==> config.mk <==
export PLATFORM = sky130hd
export DESIGN_NAME = unidade_multdiv
export DESIGN_NICKNAME = d
export VERILOG_FILES = /design/src/rtl/multdiv_pkg.sv /design/src/rtl/unidade_multdiv_passo_divisao.sv /design/src/rtl/unidade_multdiv.sv
export SDC_FILE = /design/constraint.sdc
export NUM_CORES = 1
export LEC_CHECK = 0
export BUFFER_PORTS_ARGS = -buffer_cell sky130_fd_sc_hd__buf_2
export CORE_ASPECT_RATIO = 1.25
export CORE_MARGIN = 2
export CORE_UTILIZATION = 50
export DETAILED_ROUTE_END_ITERATION = 16
export PLACE_DENSITY = 0.71
export SLEW_MARGIN = 0
export SYNTH_ARGS = -nofsm -noshare
export SYNTH_HDL_FRONTEND = slang
export SYNTH_SLANG_ARGS = --single-unit
==> constraint.sdc <==
create_clock -name clock -period 9.56 [get_ports clock]
set_input_delay 0.478 -clock clock [delete_from_list [all_inputs] [get_ports clock]]
set_output_delay 0.478 -clock clock [all_outputs]
set_load 0.005 [all_outputs]
==> src/rtl/multdiv_pkg.sv <==
// Shared constants for the multi-cycle multiply/divide unit: width default,
// FSM state encodings and operation codes.
package multdiv_pkg;
    localparam int LARGURA_PADRAO = 32;

    localparam logic [1:0] OCIOSO = 2'b00;
    localparam logic [1:0] MULT   = 2'b01;
    localparam logic [1:0] DIV    = 2'b10;

    localparam logic OP_MULT = 1'b0;
    localparam logic OP_DIV  = 1'b1;
endpackage

==> src/rtl/unidade_multdiv_passo_divisao.sv <==
// One combinational restoring-division step: shift in the next dividend bit,
// trial-subtract the divisor, keep the difference only if it did not go negative.
module passo_divisao #(
    parameter int LARGURA = 32
) (
    input  logic [LARGURA-1:0] resto,
    input  logic               bit_dividendo,
    input  logic [LARGURA-1:0] divisor,
    output logic [LARGURA-1:0] resto_novo,
    output logic               bit_quociente
);
    logic [LARGURA:0]   deslocado;
    logic [LARGURA-1:0] diferenca;

    // resto < divisor on entry, so any successful difference fits in LARGURA bits
    // and the modular subtraction below is exact.
    assign deslocado     = {resto, bit_dividendo};
    assign bit_quociente = (deslocado >= {1'b0, divisor});
    assign diferenca     = deslocado[LARGURA-1:0] - divisor;
    assign resto_novo    = bit_quociente ? diferenca : deslocado[LARGURA-1:0];
endmodule

==> src/rtl/unidade_multdiv.sv <==
// Sequential unsigned multiply/divide unit owning HI/LO. Start requests are
// taken only in OCIOSO; results commit after LARGURA iterations with a one-cycle pronto.
module unidade_multdiv
    import multdiv_pkg::*;
#(
    parameter int LARGURA = LARGURA_PADRAO
) (
    input  logic               clock,
    input  logic               reset,
    input  logic               inicio,
    input  logic               operacao,
    input  logic [LARGURA-1:0] RS,
    input  logic [LARGURA-1:0] RT,
    input  logic               escreveHI,
    input  logic               escreveLO,
    input  logic [LARGURA-1:0] dadoEscrita,
    output logic               ocupado,
    output logic               pronto,
    output logic               erroDivZero,
    output logic [LARGURA-1:0] saidaHI,
    output logic [LARGURA-1:0] saidaLO,
    output logic [1:0]         estado_dbg
);
    localparam int CONT_W = $clog2(LARGURA);
    localparam logic [CONT_W-1:0] ULTIMO = CONT_W'(LARGURA - 1);

    logic [1:0]           estado;
    logic [CONT_W-1:0]    contador;
    logic [LARGURA-1:0]   operando;
    // MULT: {partial product high, remaining multiplier bits}
    // DIV:  {partial remainder, dividend bits shifting into quotient}
    logic [2*LARGURA-1:0] acc;

    logic [LARGURA:0]     soma;
    logic [2*LARGURA-1:0] acc_mult;
    logic [LARGURA-1:0]   resto_novo;
    logic                 bit_q;
    logic [2*LARGURA-1:0] acc_div;

    assign soma     = {1'b0, acc[2*LARGURA-1:LARGURA]} + {1'b0, operando & {LARGURA{acc[0]}}};
    assign acc_mult = {soma, acc[LARGURA-1:1]};

    passo_divisao #(.LARGURA(LARGURA)) u_passo (
        .resto        (acc[2*LARGURA-1:LARGURA]),
        .bit_dividendo(acc[LARGURA-1]),
        .divisor      (operando),
        .resto_novo   (resto_novo),
        .bit_quociente(bit_q)
    );

    assign acc_div = {resto_novo, acc[LARGURA-2:0], bit_q};

    assign ocupado    = (estado != OCIOSO);
    assign estado_dbg = estado;

    always_ff @(posedge clock or negedge reset) begin
        if (!reset) begin
            estado      <= OCIOSO;
            contador    <= '0;
            operando    <= '0;
            acc         <= '0;
            pronto      <= 1'b0;
            erroDivZero <= 1'b0;
            saidaHI     <= '0;
            saidaLO     <= '0;
        end else begin
            pronto <= 1'b0;
            case (estado)
                OCIOSO: begin
                    if (inicio) begin
                        if (operacao == OP_MULT) begin
                            operando    <= RS;
                            acc         <= {{LARGURA{1'b0}}, RT};
                            contador    <= '0;
                            estado      <= MULT;
                            erroDivZero <= 1'b0;
                        end else if (RT != '0) begin
                            operando    <= RT;
                            acc         <= {{LARGURA{1'b0}}, RS};
                            contador    <= '0;
                            estado      <= DIV;
                            erroDivZero <= 1'b0;
                        end else begin
                            saidaLO     <= {LARGURA{1'b1}};
                            saidaHI     <= RS;
                            erroDivZero <= 1'b1;
                            pronto      <= 1'b1;
                        end
                    end else begin
                        if (escreveHI) saidaHI <= dadoEscrita;
                        if (escreveLO) saidaLO <= dadoEscrita;
                    end
                end
                MULT: begin
                    acc      <= acc_mult;
                    contador <= contador + 1'b1;
                    if (contador == ULTIMO) begin
                        saidaHI <= acc_mult[2*LARGURA-1:LARGURA];
                        saidaLO <= acc_mult[LARGURA-1:0];
                        pronto  <= 1'b1;
                        estado  <= OCIOSO;
                    end
                end
                DIV: begin
                    acc      <= acc_div;
                    contador <= contador + 1'b1;
                    if (contador == ULTIMO) begin
                        saidaHI <= acc_div[2*LARGURA-1:LARGURA];
                        saidaLO <= acc_div[LARGURA-1:0];
                        pronto  <= 1'b1;
                        estado  <= OCIOSO;
                    end
                end
                default: estado <= OCIOSO;
            endcase
        end
    end
endmodule

==> results_dict.tcl <==
set metrics [dict create \
    status "completed" \
    dr.first_iter.drc_count 1008 \
    clock_sinks 169 \
    power_density_nw_per_um2 330.3 \
    initial_core_util_pct 51.10 \
    yosysWarnings 0 \
    clkLatencyLatePin_ps 440 \
    end_kind "register" \
    synthTopCellsByCount "o21ai_0, nand2_1, dfrtp_1" \
    syn_nets 1635 \
    cts_hold_repair.buffers 0 \
    yosys-top-cells-area "dfrtp_1, o21ai_0, ha_1" \
    crit_type "register to register" \
    die_y_um 181.2 \
    routed.top_layer "met4" \
    tritoncts "built" \
    die_x_um 145.8 \
    fin_crit_sh_pct 43.00 \
    ios 171 \
    die_area_um2 26420 \
    synthSimpleGateAreaFrac_pct 13.71 \
    grt_setup_unrepaired "no" \
    grt_pass1_wl_um 63800 \
    max-vdd-ir-drop_uv 546.7 \
    cp_max_fo 30 \
    setup_tns_ps 0 \
    grt_remaining_overflow 0 \
    fp-row-count 64 \
    max-slew-margin-rel_pct 20.52 \
    hp-class "primary input to async pin" \
    port_buffers 170 \
    layout-drive-gt1-share_pct 18.85 \
    routed-via-count 11835 \
    synth_area_um2 12560 \
    fillers 2237 \
    clock_skew_ps 12.95 \
    wl_met1_um 17440 \
    synth_top_cell_by_area "dfrtp_1" \
    grtUsageTotal_pct 30.14 \
    hold_viol 0 \
    ys_seq_elements 169 \
    cp.arrival_ps 4430 \
    grt_start_max_net_pins 101 \
    fmax_ghz 0.2433 \
    nets 1732 \
    synthToLayoutAreaGrowth_pct 12.33 \
    drc 0 \
    tightestPinTransition_ps 1192 \
    synthDistinctLibCells 79 \
    placedInstanceArea_um2 13510 \
    leakage_nw 6.763 \
    maxSlewViolCount 0 \
    dr_wl_met2_um 18390 \
    finalCriticalPeriod_ps 4111 \
    dr_wl_met3_um 3122 \
    grt_pass1_vias 11548 \
    async_flop_share_pct 100.0 \
    drt-vias-per-instance 6.226 \
    clockBufferDepth 2 \
    postCtsResizedCells 0 \
    synth.most_common_cell "o21ai_0" \
    setup_viol 0 \
    globalplace.congestion 0.9922 \
    ys.flop_type "dfrtp_1" \
    synth-compound-area-share_pct 25.89 \
    yosys.area_share.xor_xnor_pct 3.765 \
    syn_inst 1461 \
    synth_mux_area_share_pct 10.30 \
    htreeDepth 4 \
    cts_root_buf "clkbuf_16" \
    synth_top_family_by_area "compound AO/OA/AOI/OAI gates" \
    synth-edff-count 0 \
    post_drt_wl_per_cell_um 21.05 \
    antenna_found_initial 1 \
    rr_worst_depth 12 \
    crit_required_ps 9880 \
    post_cts_buffers 0 \
    core_area_um2 24580 \
    ant_nets 0 \
    clk_pin_slew_worst_paths_ps 70 \
    fin_area_um2 14110 \
    firstDrtPassIters 5 \
    yosysTopAreaCellShare_pct 33.67 \
    avgSynthCellArea_um2 8.598 \
    synth_fa_ha_area_share_pct 7.291 \
    dp_hpwl_um 29120 \
    yosysSeqAreaShare_pct 33.67 \
    cap_viol_max_count 0 \
    wirelength_um 40010 \
    cts_buffers 17 \
    start_kind "register" \
]
## sequential cells by signal, summed over array words and instances (netlist names)
| name | flops |
|---|---|
| acc | 64 |
| contador | 5 |
| erroDivZero | 1 |
| estado_dbg | 2 |
| operando | 32 |
| pronto | 1 |
| saidaHI | 32 |
| saidaLO | 32 |
## per-stage QoR
stage	util, %	power, W	setup WS, ps	cells	hold slack (ps)
floorplan	-	0.003098	6469	1461	182.4
global placement	54.96	0.003853	5369	1869	456.3
detailed placement	54.96	0.003885	5330	1869	467.1
CTS	57.39	0.004621	5495	1900	210.8
global route	57.40	0.005010	5214	1901	236.7
finish	57.40	0.004661	5450	1901	160.0
## critical path, stage by stage (launching register included)
cell,delay (ps)
dfrtp_1,440
ha_1,480
nand4_1,170
nor3_1,360
nand3_1,120
nor4_1,310
a221o_1,330
a211oi_2,120
o41ai_4,130
buf_4,520
mux2_2,400
a22o_1,260
a221o_1,320
## power breakdown
part | leakage, nW | internal [W] | switching (W)
combinational | 4.34 | 0.000993 | 0.00167
sequential | 2.14 | 0.00102 | 0.000249
clock | 0.278 | 0.000411 | 0.000314
total | 6.76 | 0.00243 | 0.00223
## cell families after synthesis
kind of cell | Yosys count
AOI/OAI and AO/OA | 509
xor gates and xnor gates | 54
adders and majority gates | 72
buffers and inverters | 169
DFF | 169
muxes | 122
and+or+nand+nor | 366
## layout make-up
type | instances | area (um2) | share of cell area (%)
multi-input cells | 1123 | 7675 | 54.39
flip-flops and latches | 169 | 4229 | 29.97
repair buffers | 182 | 949.7 | 6.730
clock buffers | 17 | 425.4 | 3.015
well taps | 330 | 412.9 | 2.926
inverters | 65 | 244.0 | 1.729
clock inverters | 14 | 172.7 | 1.224
diodes | 1 | 2.502 | 0.01773
## routing by layer
metal / GRT usage (%) / vias to the layer above
met5: 0 / -
met4: 10.51 / 0
met3: 5.177 / 63
met2: 47.21 / 538
met1: 42.17 / 5723
li1: - / 5511
## cells in the final DEF (no fill, tap or decap), types with 34 or more instances in the layout
cell     instances
dfrtp_1        169
a21oi_1         86
nand2_1        171
ha_1            67
nor3_1          43
buf_2          168
a221o_1         41
nor2_1          36
o21ai_0        228
xnor2_1         35
a21o_1          34
mux2i_1         70
mux2_2          48
inv_1           65
## worst paths after layout
path,slack (ps),to,start
max,5450,saidaHI[6]$_DFFE_PN0P_,acc[46]$_DFFE_PN0P_
min reg2reg,480,saidaLO[27]$_DFFE_PN0P_,saidaLO[27]$_DFFE_PN0P_
max in group asynchronous,7850,acc[18]$_DFFE_PN0P_,reset
min in group clock,360,saidaLO[0]$_DFFE_PN0P_,dadoEscrita[0]
min,160,saidaLO[5]$_DFFE_PN0P_,reset
max reg2reg,5450,saidaHI[6]$_DFFE_PN0P_,acc[46]$_DFFE_PN0P_
Power figures use the tool's default switching activity.
